--- src/rtl/hazard_ctrl_if.sv ---
// Hazard controller bundle: pipeline-side stage info in, per-stage controls out.
// master = pipeline/datapath side, slave = hazard_ctrl.
// Pure wiring, no state.
interface hazard_ctrl_if #(
  parameter int REG_ADDR_W = 5,
  parameter int PERF_W     = 32
);
  // Decode / Execute / Memory / Writeback stage information
  logic [REG_ADDR_W-1:0] D_ra;
  logic [REG_ADDR_W-1:0] D_rb;
  logic [REG_ADDR_W-1:0] E_ra;
  logic [REG_ADDR_W-1:0] E_rb;
  logic [REG_ADDR_W-1:0] E_rd;
  logic                  E_RegWrite;
  logic [1:0]            E_result_src;
  logic                  E_is_div;
  logic                  E_PCSrc;
  logic [REG_ADDR_W-1:0] M_rd;
  logic [REG_ADDR_W-1:0] W_rd;
  logic                  M_RegWrite;
  logic                  W_RegWrite;
  logic                  div_done;

  // Pipeline register controls and status
  logic              F_en;
  logic              F_D_en;
  logic              F_D_flush;
  logic              D_E_en;
  logic              no_op;
  logic              CTRL_Flush;
  logic              E_M_en;
  logic [1:0]        fwdA;
  logic [1:0]        fwdB;
  logic              div_start;
  logic              div_busy;
  logic [PERF_W-1:0] stall_cycles;
  logic              div_timeout;

  modport master (
    output D_ra, D_rb, E_ra, E_rb, E_rd, E_RegWrite, E_result_src, E_is_div,
           E_PCSrc, M_rd, W_rd, M_RegWrite, W_RegWrite, div_done,
    input  F_en, F_D_en, F_D_flush, D_E_en, no_op, CTRL_Flush, E_M_en,
           fwdA, fwdB, div_start, div_busy, stall_cycles, div_timeout
  );

  modport slave (
    input  D_ra, D_rb, E_ra, E_rb, E_rd, E_RegWrite, E_result_src, E_is_div,
           E_PCSrc, M_rd, W_rd, M_RegWrite, W_RegWrite, div_done,
    output F_en, F_D_en, F_D_flush, D_E_en, no_op, CTRL_Flush, E_M_en,
           fwdA, fwdB, div_start, div_busy, stall_cycles, div_timeout
  );
endinterface

--- src/rtl/hazard_ctrl.sv ---
// Pipeline hazard/stall controller: forwarding selects, load-use bubble, branch flush, divider sequencing.
// Latency: all controls combinational from current inputs and divider state; stall counter updates on clk.
// Backpressure: a divide in Execute holds every stage until div_done; HAZARD_DIV_TIMEOUT_EN adds a BUSY watchdog.
module hazard_ctrl #(
  parameter int REG_ADDR_W  = 5,
  parameter int DIV_TIMEOUT = 64,
  parameter int PERF_W      = 32
) (
  input logic          clk,
  input logic          rst,
  hazard_ctrl_if.slave hz
);

  typedef enum logic [1:0] {
    S_IDLE = 2'd0,
    S_BUSY = 2'd1,
    S_DONE = 2'd2
  } state_t;

  localparam logic [REG_ADDR_W-1:0] REG_X0   = '0;
  localparam logic [1:0]            RES_LOAD = 2'b01;

  state_t            state_q, state_d;
  logic [PERF_W-1:0] stall_q, stall_d;
  logic              launch;
  logic              div_stall;
  logic              lw_hz;
  logic              timeout_hit;
  logic              timeout_flag;

  logic              f_en, fd_en, fd_flush, de_en, no_op, ctrl_flush, em_en;
  logic              div_start;
  logic [1:0]        fwd_a, fwd_b;

  // Divide ready to launch: a writing DIV in Execute that is not being squashed
  assign launch    = hz.E_is_div && hz.E_RegWrite && !hz.E_PCSrc;
  assign div_stall = ((state_q == S_IDLE) && launch) || (state_q == S_BUSY);

  // Load in Execute whose destination is a Decode source needs one bubble
  assign lw_hz = (hz.E_result_src == RES_LOAD) && hz.E_RegWrite && (hz.E_rd != REG_X0) &&
                 ((hz.E_rd == hz.D_ra) || (hz.E_rd == hz.D_rb));

`ifdef HAZARD_DIV_TIMEOUT_EN
  localparam int               CNT_W    = (DIV_TIMEOUT > 1) ? $clog2(DIV_TIMEOUT) : 1;
  localparam logic [CNT_W-1:0] CNT_LAST = CNT_W'(DIV_TIMEOUT - 1);

  logic [CNT_W-1:0] cnt_q, cnt_d;
  logic             timeout_q, timeout_d;

  // Watchdog fires on the last allowed BUSY cycle unless the divider answers in that same cycle
  assign timeout_hit = (state_q == S_BUSY) && (cnt_q == CNT_LAST) && !hz.div_done;

  // BUSY-cycle counter next state: cleared on launch, counts while BUSY
  always_comb begin
    cnt_d = cnt_q;
    if ((state_q == S_IDLE) && launch) begin
      cnt_d = '0;
    end else if (state_q == S_BUSY) begin
      cnt_d = cnt_q + 1'b1;
    end
  end

  // Sticky timeout error, cleared only by reset
  assign timeout_d = timeout_q | timeout_hit;

  // Watchdog registers
  always_ff @(posedge clk or posedge rst) begin
    if (rst) begin
      cnt_q     <= '0;
      timeout_q <= 1'b0;
    end else begin
      cnt_q     <= cnt_d;
      timeout_q <= timeout_d;
    end
  end

  assign timeout_flag = timeout_q;
`else
  // Without the watchdog BUSY waits for div_done indefinitely
  assign timeout_hit  = 1'b0;
  assign timeout_flag = 1'b0;
`endif

  // Divider state register
  always_ff @(posedge clk or posedge rst) begin
    if (rst) begin
      state_q <= S_IDLE;
    end else begin
      state_q <= state_d;
    end
  end

  // Divider next state; DONE ignores E_is_div since the same divide still sits in Execute
  always_comb begin
    state_d = state_q;
    case (state_q)
      S_IDLE:  if (launch) state_d = S_BUSY;
      S_BUSY:  if (hz.div_done || timeout_hit) state_d = S_DONE;
      S_DONE:  state_d = S_IDLE;
      default: state_d = S_IDLE;
    endcase
  end

  // Stage controls by priority: reset, divide stall, control transfer, load-use, normal flow
  always_comb begin
    f_en       = 1'b0;
    fd_en      = 1'b0;
    fd_flush   = 1'b0;
    de_en      = 1'b0;
    no_op      = 1'b0;
    ctrl_flush = 1'b0;
    em_en      = 1'b0;
    div_start  = 1'b0;
    if (!rst) begin
      div_start = (state_q == S_IDLE) && launch;
      if (div_stall) begin
        // whole front end holds; defaults already zero
      end else if (hz.E_PCSrc) begin
        f_en       = 1'b1;
        fd_en      = 1'b1;
        de_en      = 1'b1;
        em_en      = 1'b1;
        fd_flush   = 1'b1;
        ctrl_flush = 1'b1;
      end else if (lw_hz) begin
        no_op = 1'b1;
        de_en = 1'b1;
        em_en = 1'b1;
      end else begin
        f_en  = 1'b1;
        fd_en = 1'b1;
        de_en = 1'b1;
        em_en = 1'b1;
      end
    end
  end

  // Operand forwarding: Memory result beats Writeback result; x0 never forwards
  always_comb begin
    fwd_a = 2'b00;
    fwd_b = 2'b00;
    if (!rst) begin
      if (hz.M_RegWrite && (hz.M_rd != REG_X0) && (hz.M_rd == hz.E_ra)) begin
        fwd_a = 2'b10;
      end else if (hz.W_RegWrite && (hz.W_rd != REG_X0) && (hz.W_rd == hz.E_ra)) begin
        fwd_a = 2'b01;
      end
      if (hz.M_RegWrite && (hz.M_rd != REG_X0) && (hz.M_rd == hz.E_rb)) begin
        fwd_b = 2'b10;
      end else if (hz.W_RegWrite && (hz.W_rd != REG_X0) && (hz.W_rd == hz.E_rb)) begin
        fwd_b = 2'b01;
      end
    end
  end

  // Stall-cycle counter next state: counts cycles with the PC held, wrapping naturally
  assign stall_d = f_en ? stall_q : (stall_q + 1'b1);

  // Stall-cycle counter register
  always_ff @(posedge clk or posedge rst) begin
    if (rst) begin
      stall_q <= '0;
    end else begin
      stall_q <= stall_d;
    end
  end

  assign hz.F_en         = f_en;
  assign hz.F_D_en       = fd_en;
  assign hz.F_D_flush    = fd_flush;
  assign hz.D_E_en       = de_en;
  assign hz.no_op        = no_op;
  assign hz.CTRL_Flush   = ctrl_flush;
  assign hz.E_M_en       = em_en;
  assign hz.fwdA         = fwd_a;
  assign hz.fwdB         = fwd_b;
  assign hz.div_start    = div_start;
  assign hz.div_busy     = (state_q != S_IDLE);
  assign hz.stall_cycles = stall_q;
  assign hz.div_timeout  = timeout_flag;

endmodule

--- src/flat_wrapper.sv ---
// flat-port wrapper written by rule: the top's interface ports become plain ports
module hazard_ctrl_flat 
#(
  parameter int REG_ADDR_W  = 5,
  parameter int DIV_TIMEOUT = 64,
  parameter int PERF_W      = 32
)
  (clk, rst, hz_D_ra, hz_D_rb, hz_E_ra, hz_E_rb, hz_E_rd, hz_E_RegWrite, hz_E_result_src, hz_E_is_div, hz_E_PCSrc, hz_M_rd, hz_W_rd, hz_M_RegWrite, hz_W_RegWrite, hz_div_done, hz_F_en, hz_F_D_en, hz_F_D_flush, hz_D_E_en, hz_no_op, hz_CTRL_Flush, hz_E_M_en, hz_fwdA, hz_fwdB, hz_div_start, hz_div_busy, hz_stall_cycles, hz_div_timeout);
  hazard_ctrl_if #(.REG_ADDR_W(REG_ADDR_W), .PERF_W(PERF_W)) hz_i ();
  input logic clk;
  input logic rst;
  input wire logic [$bits(hz_i.D_ra)-1:0] hz_D_ra;
  input wire logic [$bits(hz_i.D_rb)-1:0] hz_D_rb;
  input wire logic [$bits(hz_i.E_ra)-1:0] hz_E_ra;
  input wire logic [$bits(hz_i.E_rb)-1:0] hz_E_rb;
  input wire logic [$bits(hz_i.E_rd)-1:0] hz_E_rd;
  input wire logic [$bits(hz_i.E_RegWrite)-1:0] hz_E_RegWrite;
  input wire logic [$bits(hz_i.E_result_src)-1:0] hz_E_result_src;
  input wire logic [$bits(hz_i.E_is_div)-1:0] hz_E_is_div;
  input wire logic [$bits(hz_i.E_PCSrc)-1:0] hz_E_PCSrc;
  input wire logic [$bits(hz_i.M_rd)-1:0] hz_M_rd;
  input wire logic [$bits(hz_i.W_rd)-1:0] hz_W_rd;
  input wire logic [$bits(hz_i.M_RegWrite)-1:0] hz_M_RegWrite;
  input wire logic [$bits(hz_i.W_RegWrite)-1:0] hz_W_RegWrite;
  input wire logic [$bits(hz_i.div_done)-1:0] hz_div_done;
  output wire logic [$bits(hz_i.F_en)-1:0] hz_F_en;
  output wire logic [$bits(hz_i.F_D_en)-1:0] hz_F_D_en;
  output wire logic [$bits(hz_i.F_D_flush)-1:0] hz_F_D_flush;
  output wire logic [$bits(hz_i.D_E_en)-1:0] hz_D_E_en;
  output wire logic [$bits(hz_i.no_op)-1:0] hz_no_op;
  output wire logic [$bits(hz_i.CTRL_Flush)-1:0] hz_CTRL_Flush;
  output wire logic [$bits(hz_i.E_M_en)-1:0] hz_E_M_en;
  output wire logic [$bits(hz_i.fwdA)-1:0] hz_fwdA;
  output wire logic [$bits(hz_i.fwdB)-1:0] hz_fwdB;
  output wire logic [$bits(hz_i.div_start)-1:0] hz_div_start;
  output wire logic [$bits(hz_i.div_busy)-1:0] hz_div_busy;
  output wire logic [$bits(hz_i.stall_cycles)-1:0] hz_stall_cycles;
  output wire logic [$bits(hz_i.div_timeout)-1:0] hz_div_timeout;
  assign hz_i.D_ra = hz_D_ra;
  assign hz_i.D_rb = hz_D_rb;
  assign hz_i.E_ra = hz_E_ra;
  assign hz_i.E_rb = hz_E_rb;
  assign hz_i.E_rd = hz_E_rd;
  assign hz_i.E_RegWrite = hz_E_RegWrite;
  assign hz_i.E_result_src = hz_E_result_src;
  assign hz_i.E_is_div = hz_E_is_div;
  assign hz_i.E_PCSrc = hz_E_PCSrc;
  assign hz_i.M_rd = hz_M_rd;
  assign hz_i.W_rd = hz_W_rd;
  assign hz_i.M_RegWrite = hz_M_RegWrite;
  assign hz_i.W_RegWrite = hz_W_RegWrite;
  assign hz_i.div_done = hz_div_done;
  assign hz_F_en = hz_i.F_en;
  assign hz_F_D_en = hz_i.F_D_en;
  assign hz_F_D_flush = hz_i.F_D_flush;
  assign hz_D_E_en = hz_i.D_E_en;
  assign hz_no_op = hz_i.no_op;
  assign hz_CTRL_Flush = hz_i.CTRL_Flush;
  assign hz_E_M_en = hz_i.E_M_en;
  assign hz_fwdA = hz_i.fwdA;
  assign hz_fwdB = hz_i.fwdB;
  assign hz_div_start = hz_i.div_start;
  assign hz_div_busy = hz_i.div_busy;
  assign hz_stall_cycles = hz_i.stall_cycles;
  assign hz_div_timeout = hz_i.div_timeout;
  hazard_ctrl #(.REG_ADDR_W(REG_ADDR_W), .DIV_TIMEOUT(DIV_TIMEOUT), .PERF_W(PERF_W)) u_core (.clk(clk), .rst(rst), .hz(hz_i));
endmodule
--- config.mk ---
export PLATFORM = sky130hd
export DESIGN_NAME = hazard_ctrl_flat
export DESIGN_NICKNAME = d
export VERILOG_FILES = /design/src/rtl/hazard_ctrl_if.sv /design/src/rtl/hazard_ctrl.sv /design/src/flat_wrapper.sv
export SDC_FILE = /design/constraint.sdc
export NUM_CORES = 1
export LEC_CHECK = 0
export BUFFER_PORTS_ARGS = -buffer_cell sky130_fd_sc_hd__buf_2
export CAP_MARGIN = 20
export CORE_MARGIN = 2
export CORE_UTILIZATION = 48
export CTS_CLUSTER_DIAMETER = 50
export DETAILED_ROUTE_END_ITERATION = 6
export PLACE_DENSITY_LB_ADDON = 0.15
export REMOVE_ABC_BUFFERS = 1
export SYNTH_ARGS = -nofsm -noshare
export SYNTH_HDL_FRONTEND = slang
export SYNTH_SLANG_ARGS = --single-unit
--- constraint.sdc ---
create_clock -name clk -period 3.25 [get_ports clk]
set_clock_uncertainty 0.15 [all_clocks]
set_input_delay 0.65 -clock clk [delete_from_list [all_inputs] [get_ports clk]]
set_output_delay 0.65 -clock clk [all_outputs]
set_load 0.05 [all_outputs]
Yosys cells after proc, flatten, opt, wreduce, memory -nomap -nowiden --
Cells that the tools add are included.
Storage, ports and cells: input port bits 45, register bits after elaboration 34
Operators by class: reduce and logical (&&, ||, !) cells 21, add/sub/neg operators 1, muxes and demuxes 23, eq/ne operators 10
Operators with widths (count):
- $add 32x1->32 const B | 1
- $eq 5x5->1 | 6
- $mux 1 | 16
- $reduce_bool 5->1 | 3
- $logic_and 1x1->1 | 12
- $mux 2 | 6
- $eq 2x1->1 const B | 2
- $pmux 2 s2 | 1
- $logic_not 2->1 | 1
- $logic_or 1x1->1 | 2
- $ne 2x1->1 const B | 1
- $ne 2x2->1 const B | 1
- $reduce_and 2->1 | 1
- $reduce_bool 2->1 | 1
- $logic_not 1->1 | 1

Logic depth before layout (Yosys ltp) --
depth after elaboration 8, gate-level depth with buffers 8

Worst setup path before layout --
OpenSTA, ideal clock, no wires.
path type input to output, start point input rst, end point output hz_fwdB[0], path slack -1147 ps, path buffers 0, data arrival time 3597 ps, required time 2450 ps, cell stages on the path 4, cell sequence inv_1 > o211ai_1 > or4_1 > nor4_1
On the way: longest elaborated chain between the ends 1
RTL lines:
- start, declared | RTL line flat_wrapper.sv:11 | input logic rst;
- $mux 2 | RTL line hazard_ctrl.sv:142 | if (!rst) begin
- end, declared | RTL line flat_wrapper.sv:34 | output wire logic [$bits(hz_i.fwdB)-1:0] hz_fwdB;
Every way passes these cells.

Worst setup path after layout --
start point input hz_M_rd[0], end point output hz_fwdA[0]
On the way: longest elaborated chain between the ends 5, elaborated cells on any way between the ends 6, those cells by class eq/ne (1); mux (2); reduce/logical (3)
RTL lines:
- start, declared | RTL line flat_wrapper.sv:21 | input wire logic [$bits(hz_i.M_rd)-1:0] hz_M_rd;
- $reduce_bool 5->1 | RTL line hazard_ctrl.sv:143 | if (hz.M_RegWrite && (hz.M_rd != REG_X0) && (hz.M_rd == hz.E_ra)) begin
- $logic_and 1x1->1 | RTL line hazard_ctrl.sv:143
- $logic_and 1x1->1 * | RTL line hazard_ctrl.sv:143
- $mux 2 * | RTL line hazard_ctrl.sv:143
- $mux 2 * | RTL line hazard_ctrl.sv:142
- end, declared | RTL line flat_wrapper.sv:33 | output wire logic [$bits(hz_i.fwdA)-1:0] hz_fwdA;
Every way passes the cells marked *; elsewhere a longest branch is shown, timed or not.

==> results.toml <==
[outcome]
status = "completed"

[synth]
synth_area_mm2 = 0.002112
yosys-top-cells-area = "dfrtp_1 40%, xnor2_1 15%, xor2_1 9.1%"
synth_top_area_share_pct = 40.28
ys_ff_latch = 34
yosysWarnings = 0
synth_cells = 211
seq_area_frac_synth_pct = 40.28
synth_most_common_cell = "xnor2_1"
async_reset_ff_share_pct = 100.0
synth_edf_count = 0
synth_top_cell_by_area = "dfrtp_1"
synth-main-ff-cell = "dfrtp_1"
syn_avg_cell_area_um2 = 10.01
ys_top_cells_by_count = "35 x xnor2_1, 34 x dfrtp_1, 22 x xor2_1"
ys_types = 45

[clock_network]
clockRootBuffer = "clkbuf_8"
cts_resized = 0
numClockSinks = 34
cts_setup_buffers = 0
insertion_delay_ps = 290
cts_hold_buffers = 0
clock_path_buffers = 2
cts-htree-levels = 2
clk_pin_slew_worst_paths_ps = 70
cts_buffers = 5
cts_tree = "done"

[worst_hold_path]
hold_path_class = "reg2reg"

[timing]
post-route-min-period_ps = 2979
worst_pin_slew_ps = 558.1
fin_tns_setup_ps = 0
finalCritPeriodShare_pct = 91.66
finalSetupViolations = 0
rsz0062_at_grt = "false"
hold_viol = 0
setup_slack_ps = 271.1
relSlewSlack_pct = 62.63
fmax_ghz = 0.3357
maxSlewViolCount = 0

[floorplanning]
placementRows = 24
core_area_mm2 = 0.004294
die_area_mm2 = 0.004946
ios = 91
start_util_pct = 49.18
fp.dieH_um = 70.33
die_w_um = 70.33

[power_and_ir_drop]
pwr_density_cell_mw_per_mm2 = 526.4
power.leakage_nw = 1.350
peakVddDrop_uv = 246.4
total_power_mw = 1.431

[route]
num_vias = 1867
drc = 0
dr.pass1.iters = 4
ant_nets = 0
wl_um = 5004
avgRoutedWirePerCell_um = 14.06
via_per_inst = 5.244
drt-initial-drc-count = 91

[finish]
area_growth_pct = 28.67
seq_area_um2 = 850.8
diodes = 0
nets = 350
drive_above_1_share_pct = 36.51
final_core_util_pct = 63.29
num-fill-cells = 357
multi_input_area_mm2 = 0.001202

[setup_path]
critPathTopFamily = "simple AND/OR/NAND/NOR gates"
cp.arrival_ps = 2180
slowest_delay_ps = 520
start_kind = "input port"
cp-end-kind = "output pin"
crit_chain = "buf_2 > or4_1 > o21ai_0 > buf_4 > nor3_1 > nor3_1 > buf_2"
cp.required_ps = 2450
worstPathMaxFanout = 3
crit_slowest_cell = "or4_1"
cp_num_buf_inv = 3
crit_type = "in2out"

[flow_run]
cap_violations = 0

[global_route]
grt_pass1_vias = 1898
grt_pass1_wl_um = 8535
antenna_found_initial = 0
overflow = 0
grt_max_degree = 35
grt.total_usage_pct = 21.48

[placed_design]
dpl.hpwl_um = 3913
port_buffers = 89
dp_slack_ps = 246.3
finalWeightedCongestion = 0.8184
==> routing by layer <==
| metal | routed length (um) | vias up | share of wire, % | GRT usage, % |
|---|---|---|---|---|
| met5 | 0 | - | 0 | 0 |
| met4 | 73 | 0 | 1.5 | 6.410 |
| met3 | 306 | 8 | 6.1 | 5.483 |
| met2 | 2423 | 68 | 48 | 35.95 |
| met1 | 2201 | 865 | 44 | 27.23 |
| li1 | - | 926 | - | - |
==> power by group <==
| part | total (mW) | switching (mW) | internal [mW] |
|---|---|---|---|
| Sequential | 0.531 | 0.0581 | 0.473 |
| Combinational | 0.500 | 0.350 | 0.149 |
| Clock | 0.400 | 0.154 | 0.245 |
| Total | 1.43 | 0.563 | 0.868 |
==> cell type report <==
| class | instances | area share, % |
|---|---|---|
| repair buffers | 92 | 17.22 |
| flip-flops and latches | 34 | 31.31 |
| clock buffers | 6 | 3.039 |
| inverters | 5 | 0.6906 |
| well taps | 52 | 2.394 |
| multi-input cells | 166 | 44.24 |
| clock inverters | 1 | 1.105 |
==> final timing paths <==
kind	startpoint	endpoint	slack, ps	cells after the start
setup / recovery	hz_M_rd[0]	hz_fwdA[0]	270	7
hold / removal	u_core.state_q[1]	u_core.state_q[0]	320	1
setup reg to reg	u_core.state_q[1]	u_core.hz.stall_cycles[4]	1150	8
hold reg to reg	u_core.state_q[1]	u_core.state_q[0]	320	1
max in group asynchronous	rst	u_core.hz.stall_cycles[17]	2270	3
min in group asynchronous	rst	u_core.state_q[0]	370	3
==> flip-flops by register name (all words and copies together), names as in the netlist <==
name	flops
u_core.hz.stall_cycles	32
u_core.state_q	2
==> cell usage in the layout, fill, tap and decap left out, drive strengths merged, types with 4 or more instances in the layout <==
master  netlist  routed
nand2        14      14
nand4         5       5
xnor2        36      36
nor3         12      12
inv           5       5
nand3        15      15
xor2         22      22
dfrtp        34      34
buf           6      92
and3          4       4
nand3b        4       4
nor2         13      13
clkbuf        0       6
==> metrics by stage <==
| step | std cells | cell area [um2] | hold slack (ps) |
|---|---|---|---|
| 2_1_floorplan | 205 | 2072 | 269.6 |
| 3_3_place_gp | 349 | 2605 | 303.9 |
| 3_5_place_dp | 349 | 2605 | 288.7 |
| 4_1_cts | 356 | 2718 | 312.6 |
| 5_1_grt | 356 | 2718 | 329.1 |
| 6_report | 356 | 2718 | 318.0 |
==> kinds of logic after synthesis <==
group                    synth area share (%)
AND/OR/NAND/NOR                         24.53
multiplexers                            1.066
AO/OA/AOI/OAI                           6.161
XOR/XNOR                                24.41
flip-flops                              40.28
buffers and inverters                   2.784
other                                  0.1776
adder cells (fa/ha/maj)                0.5923
(Power assumes the default switching activity.)
